--- config.mk ---
export PLATFORM = sky130hd
export DESIGN_NAME = lock_supervisor
export DESIGN_NICKNAME = d
export VERILOG_FILES = /design/src/rtl/lock_pkg.sv /design/src/rtl/lock_timer.sv /design/src/rtl/lock_supervisor.sv
export SDC_FILE = /design/constraint.sdc
export NUM_CORES = 1
export LEC_CHECK = 0
export ABC_AREA = 1
export CORE_MARGIN = 3
export CORE_UTILIZATION = 25
export CTS_CLUSTER_DIAMETER = 40
export DETAILED_ROUTE_END_ITERATION = 7
export GPL_TIMING_DRIVEN = 0
export PLACE_DENSITY = 0.4
export SKIP_LAST_GASP = 1
export SYNTH_ARGS = -nofsm -noshare
export SYNTH_HDL_FRONTEND = slang
export SYNTH_SLANG_ARGS = --single-unit
--- constraint.sdc ---
create_clock -name clk -period 2.2 [get_ports clk]
set_input_delay 0.22 -clock clk [delete_from_list [all_inputs] [get_ports clk]]
set_output_delay 0.22 -clock clk [all_outputs]
set_load 0.01 [all_outputs]
--- src/rtl/lock_pkg.sv ---
// Shared definitions for the combination-lock supervisor: state codes,
// button indices, code geometry and press decoding.
package lock_pkg;

    localparam int DIGIT_W  = 2;
    localparam int CODE_LEN = 4;
    localparam int CODE_W   = DIGIT_W * CODE_LEN;

    localparam logic [2:0] ST_IDLE     = 3'd0;
    localparam logic [2:0] ST_ENTRY    = 3'd1;
    localparam logic [2:0] ST_UNLOCKED = 3'd2;
    localparam logic [2:0] ST_PROGRAM  = 3'd3;
    localparam logic [2:0] ST_LOCKOUT  = 3'd4;

    localparam logic [DIGIT_W-1:0] BTN_A = 2'd0;
    localparam logic [DIGIT_W-1:0] BTN_B = 2'd1;
    localparam logic [DIGIT_W-1:0] BTN_C = 2'd2;
    localparam logic [DIGIT_W-1:0] BTN_D = 2'd3;

    typedef struct packed {
        logic               malformed;
        logic [DIGIT_W-1:0] idx;
    } press_t;

    // Anything other than exactly one set bit is flagged malformed.
    function automatic press_t decode_press(input logic [3:0] btn);
        press_t p;
        p.malformed = 1'b0;
        p.idx       = BTN_A;
        case (btn)
            4'b0001: p.idx = BTN_A;
            4'b0010: p.idx = BTN_B;
            4'b0100: p.idx = BTN_C;
            4'b1000: p.idx = BTN_D;
            default: p.malformed = 1'b1;
        endcase
        return p;
    endfunction

    function automatic logic [DIGIT_W-1:0] digit_of(input logic [CODE_W-1:0] code,
                                                     input logic [1:0]        k);
        return code[k*DIGIT_W +: DIGIT_W];
    endfunction

endpackage

--- src/rtl/lock_timer.sv ---
// Loadable down-counter shared by every timed state of the supervisor;
// expired is high while the count sits at zero.
module lock_timer #(
    parameter int W = 10
) (
    input  logic         clk,
    input  logic         rst_n,
    input  logic         load,
    input  logic [W-1:0] load_val,
    output logic         expired
);

    logic [W-1:0] count;

    // NOTE: sequential state is written with non-blocking assignments only, so
    // every flop samples pre-edge values regardless of block ordering.
    always_ff @(posedge clk or negedge rst_n) begin
        if (!rst_n)
            count <= '0;
        else if (load)
            count <= load_val;
        else if (count != '0)
            count <= count - 1'b1;
    end

    assign expired = (count == '0);

endmodule

--- src/rtl/lock_supervisor.sv ---
// Attempt controller for the four-button lock: entry checking, failure
// counting with timed lockout, auto-relock and code reprogramming.
module lock_supervisor
    import lock_pkg::*;
#(
    parameter int               MAX_FAILS      = 3,
    parameter int               LOCKOUT_CYCLES = 1000,
    parameter int               UNLOCK_CYCLES  = 500,
    parameter int               ENTRY_TIMEOUT  = 200,
    parameter logic [CODE_W-1:0] DEFAULT_CODE  = 8'h27
) (
    input  logic       clk,
    input  logic       rst_n,
    input  logic [3:0] btn_pulse,
    input  logic       prog_req,
    output logic       unlocked,
    output logic       locked_out,
    output logic       programming,
    output logic       prog_done,
    output logic [1:0] fail_cnt
);

    localparam int MAX_CYC_A = (LOCKOUT_CYCLES > UNLOCK_CYCLES) ? LOCKOUT_CYCLES : UNLOCK_CYCLES;
    localparam int MAX_CYC   = (MAX_CYC_A > ENTRY_TIMEOUT) ? MAX_CYC_A : ENTRY_TIMEOUT;
    localparam int TW        = (MAX_CYC > 1) ? $clog2(MAX_CYC) : 1;
    localparam logic [1:0] MAX_F    = 2'(MAX_FAILS);
    localparam logic [1:0] LAST_IDX = 2'(CODE_LEN - 1);

    logic [2:0]        state, next_state;
    logic [1:0]        idx, next_idx;
    logic              mismatch, next_mismatch;
    logic [1:0]        next_fail, fail_inc;
    logic [CODE_W-1:0] code, next_code, shadow, next_shadow;
    logic              commit, press_reload, bad;
    logic              any_press, expired, tmr_load;
    logic [TW-1:0]     tmr_val;
    press_t            p;

    assign any_press = |btn_pulse;
    assign p         = decode_press(btn_pulse);
    assign fail_inc  = (fail_cnt == MAX_F) ? fail_cnt : fail_cnt + 2'd1;
    assign bad       = mismatch | p.malformed | (p.idx != digit_of(code, idx));

    // NOTE: every variable gets a default before the case, so no path can
    // leave one unassigned and infer a latch.
    always_comb begin
        next_state    = state;
        next_idx      = idx;
        next_mismatch = mismatch;
        next_fail     = fail_cnt;
        next_code     = code;
        next_shadow   = shadow;
        commit        = 1'b0;
        press_reload  = 1'b0;
        case (state)
            ST_IDLE: if (any_press) begin
                next_mismatch = p.malformed | (p.idx != digit_of(code, 2'd0));
                next_idx      = 2'd1;
                next_state    = ST_ENTRY;
            end
            ST_ENTRY: if (any_press) begin
                press_reload = 1'b1;
                if (idx == LAST_IDX) begin
                    next_idx = 2'd0;
                    if (!bad) begin
                        next_fail  = 2'd0;
                        next_state = ST_UNLOCKED;
                    end else begin
                        next_fail  = fail_inc;
                        next_state = (fail_inc == MAX_F) ? ST_LOCKOUT : ST_IDLE;
                    end
                end else begin
                    next_mismatch = bad;
                    next_idx      = idx + 2'd1;
                end
            end else if (expired) begin
                next_idx   = 2'd0;
                next_state = ST_IDLE;
            end
            // Hold expiry takes priority over a programming request.
            ST_UNLOCKED: if (expired) begin
                next_state = ST_IDLE;
            end else if (prog_req) begin
                next_idx   = 2'd0;
                next_state = ST_PROGRAM;
            end
            ST_PROGRAM: if (any_press) begin
                next_idx = 2'd0;
                if (p.malformed) begin
                    next_state = ST_IDLE;
                end else begin
                    press_reload = 1'b1;
                    next_shadow[idx*DIGIT_W +: DIGIT_W] = p.idx;
                    if (idx == LAST_IDX) begin
                        next_code  = next_shadow;
                        commit     = 1'b1;
                        next_state = ST_IDLE;
                    end else begin
                        next_idx = idx + 2'd1;
                    end
                end
            end else if (expired) begin
                next_idx   = 2'd0;
                next_state = ST_IDLE;
            end
            ST_LOCKOUT: if (expired) begin
                next_fail  = 2'd0;
                next_state = ST_IDLE;
            end
            default: next_state = ST_IDLE;
        endcase
    end

    // Load value is one less than the dwell because expiry is seen on count 0.
    always_comb begin
        tmr_load = (next_state != state) | press_reload;
        case (next_state)
            ST_ENTRY, ST_PROGRAM: tmr_val = TW'(ENTRY_TIMEOUT - 1);
            ST_UNLOCKED:          tmr_val = TW'(UNLOCK_CYCLES - 1);
            ST_LOCKOUT:           tmr_val = TW'(LOCKOUT_CYCLES - 1);
            default:              tmr_val = '0;
        endcase
    end

    lock_timer #(.W(TW)) u_timer (
        .clk      (clk),
        .rst_n    (rst_n),
        .load     (tmr_load),
        .load_val (tmr_val),
        .expired  (expired)
    );

    always_ff @(posedge clk or negedge rst_n) begin
        if (!rst_n) begin
            state       <= ST_IDLE;
            idx         <= 2'd0;
            mismatch    <= 1'b0;
            fail_cnt    <= 2'd0;
            code        <= DEFAULT_CODE;
            shadow      <= '0;
            unlocked    <= 1'b0;
            locked_out  <= 1'b0;
            programming <= 1'b0;
            prog_done   <= 1'b0;
        end else begin
            state       <= next_state;
            idx         <= next_idx;
            mismatch    <= next_mismatch;
            fail_cnt    <= next_fail;
            code        <= next_code;
            shadow      <= next_shadow;
            unlocked    <= (next_state == ST_UNLOCKED);
            locked_out  <= (next_state == ST_LOCKOUT);
            programming <= (next_state == ST_PROGRAM);
            prog_done   <= commit;
        end
    end

endmodule

==> flow_summary.json <==
{
  "run_status": "completed",
  "seq_area_frac_synth_pct": 38.6,
  "slew_headroom_pct": 75.5,
  "grt_overflow": 0,
  "ios": 13,
  "max_freq_mhz": 492,
  "clk_latency_ns": 0.29,
  "yosys.area_share.simple_pct": 29.2,
  "die-width_um": 105,
  "grt_max_degree": 32,
  "port_buffers": 12,
  "tightestPinTransition_ns": 0.368,
  "area_delta_synth_final_pct": 17.9,
  "holdWs_ns": 0.309,
  "synth_fp_nets": 310,
  "worstPathRequired_ns": 2.41,
  "power_density_mw_per_mm2": 443,
  "drcViolationCount": 0,
  "routedWlPerCell_um": 12.5,
  "cp_data_arrival_time_ns": 2.25,
  "h-tree-depth": 2,
  "rows": 35,
  "die_area_mm2": 0.0111,
  "globalplace.congestion": 0.790,
  "netlist_area_mm2": 0.00247,
  "fin_crit_ns": 2.03,
  "vdd_drop_max_mv": 0.217,
  "grt_antenna_before_repair": 0,
  "finalClockSkew_ns": 0.00843,
  "drv_slew": 0,
  "drt_pre_antenna_iters": 4,
  "startpoint_type": "flop",
  "grt_usage_pct": 11.0,
  "synth_xor_area_share_pct": 2.83,
  "grt_pass1_wl_mm": 10.0,
  "drtIter0Drc": 73,
  "worstPathMaxFanout": 8,
  "synth_mux_area_share_pct": 2.73,
  "num_vias": 1937,
  "viasPerCell": 4.32,
  "drive_gt1_share_pct": 27.3,
  "layout.nets": 332,
  "clockRootBuffer": "clkbuf_8",
  "hold_class": "in2async",
  "postSynthAreaPerCell_um2": 8.36,
  "max-clock-path-buffers": 2,
  "antenna_left": 0,
  "postLayoutSetupSlackWorst_ns": 0.167,
  "synth_compound_area_share_pct": 14.8,
  "setup_violations": 0,
  "hold_viol": 0,
  "crit_type": "reg2reg",
  "tritoncts": "done",
  "ys_seq_elements": 38,
  "synthAdderAreaFrac_pct": 3.54,
  "initial_core_util_pct": 26.3,
  "endpoint_kind": "flop",
  "die_h_um": 105,
  "ys_warn_count": 0,
  "finalCritPeriodShare_pct": 92.4,
  "clkSinkCount": 38,
  "routed_wl_mm": 5.62,
  "pre_cts_slack_ns": -0.0817,
  "rsz0062_at_grt": "no",
  "cts_buffers": 5,
  "cts.clk_slew.worst_paths_ns": 0.08,
  "ys_types": 34,
  "post-dp-hpwl_mm": 4.31,
  "syn_inst": 296,
  "grt_pass1_vias": 1978,
  "maxCapViolCount": 0,
  "cellLeakagePower_nw": 1.37,
  "core_area_mm2": 0.00942,
  "synth_top_family_by_area": "simple AND/OR/NAND/NOR gates",
  "diodes": 0
}
## per-stage QoR
stage / cell area (µm²) / setup TNS, ns / util, % / cells / power [mW]
after detailed placement: 2770 / -0.280 / 29.4 / 438 / 0.799
after floorplan: 2470 / 0 / - / 296 / 0.756
final: 2920 / 0 / 31.0 / 448 / 1.29
after global placement: 2760 / -5.86 / 29.3 / 437 / 0.796
after CTS: 2870 / 0 / 30.5 / 447 / 1.33
after global routing: 2920 / 0 / 31.0 / 448 / 1.36
## power breakdown
part / leakage (nW) / total [mW] / internal (mW) / switching (mW)
clock: 0.0482 / 0.506 / 0.253 / 0.253
sequential: 0.418 / 0.700 / 0.699 / 0.000932
combinational: 0.904 / 0.0857 / 0.0297 / 0.0560
## area by class of cell
cell class | count | area (µm²)
Tap cell | 129 | 161
Inverter | 49 | 186
Multi-Input combinational cell | 206 | 1350
Clock inverter | 1 | 5.00
Buffer | 3 | 20.0
Timing Repair Buffer | 15 | 153
Sequential cell | 38 | 956
Fill cell | 1047 | 6500
Clock buffer | 7 | 86.3
## kinds of logic (layout without fill, tap and decap cells)
group / count (synthesis) / count (layout)
simple gates: 126 / 126
compound gates: 59 / 59
buf+inv: 52 / 75
flops: 38 / 38
xor+xnor: 8 / 8
fa+ha+maj: 7 / 7
mux: 6 / 6
## timing repair
action | in CTS | in global routing
endpoints found under the hold margin | 7 | 0
resized for setup | 0 | 12
endpoints found under the setup margin | 0 | 8
buffers inserted | 0 | 1
hold buffers | 1 | 0
## cell usage in the layout, fill, tap and decap left out, drive strengths merged
cell            n
a21oi          16
a31oi           1
buf             5
clkbuf          8
clkdlybuf4s50  11
clkinv          1
dfrtp          34
dfstp           4
dlygate4sd3     1
ha              7
inv            49
mux2            6
nand2          73
nand3          19
nand4           3
nor2           27
nor3            4
o211ai          1
o21ai          30
o22ai           7
o31ai           2
o32ai           2
xnor2           1
xor2            7
## path summary, 6_finish.rpt
kind | depth (start not counted) | slack (ns) | startpoint | end
min in group clk | 2 | 0.50 | code[5] | code[5]
max in group asynchronous | 3 | 1.39 | rst_n | code[2]
min reg2reg | 2 | 0.50 | code[5] | code[5]
max | 12 | 0.17 | u_timer.count[0] | u_timer.count[2]
max reg2reg | 12 | 0.17 | u_timer.count[0] | u_timer.count[2]
min | 2 | 0.31 | rst_n | u_timer.count[5]
## worst max-delay path, cell delays in order, from the launching register on
cell,delay [ns]
dfrtp_1,0.39
inv_2,0.08
ha_2,0.19
nand2_2,0.08
nor2_4,0.17
nand3_4,0.16
nand3_4,0.10
nand2_1,0.08
o21ai_2,0.12
nand2_2,0.09
nor2_4,0.24
o21ai_1,0.11
a21oi_1,0.15
## synthesized netlist by cell type
library cell  count  share of area (%)
dfrtp_1          34                 34
xnor2_1           1               0.35
o32ai_1           2               0.71
inv_2            11                1.7
buf_6             1               0.45
o21ai_0          20                4.0
o22ai_1           7                1.8
nor2_4           10                4.6
nand3_4           2                1.4
ha_1              7                3.5
xor2_1            7                2.5
nand4_4           1               0.86
nor3_1            4               0.81
o211ai_2          1               0.51
buf_2             1               0.20
dfstp_2           4                4.2
inv_1            38                5.8
o21ai_1           5                1.0
mux2_2            6                2.7
o31ai_1           2               0.61
nand4_1           1               0.25
nand2_4           6                2.7
nand2_2           9                2.3
a21oi_2           4                1.4
a31oi_1           1               0.25
a21oi_1          12                2.4
nand2_1          58                8.8
nand3_2           5                2.0
o21ai_2           4                1.4
nand4_2           1               0.51
o21ai_4           1               0.66
nor2_1           17                2.6
nand3_1          12                2.4
clkbuf_1          1               0.15
## sequential cells by signal, indices dropped and copies added (netlist names)
signal / flops
fail_cnt: 2
shadow: 8
locked_out: 1
state: 3
u_timer.count: 10
unlocked: 1
mismatch: 1
code: 8
programming: 1
prog_done: 1
idx: 2
## routing by layer
metal	part of all wire (%)	vias to the layer above	track usage, %
met4	0.75	0	3.05
met3	1.7	2	1.47
met1	51	913	15.7
met5	0	-	0
met2	46	17	17.5
li1	-	1005	-
(Power assumes the default switching activity.)
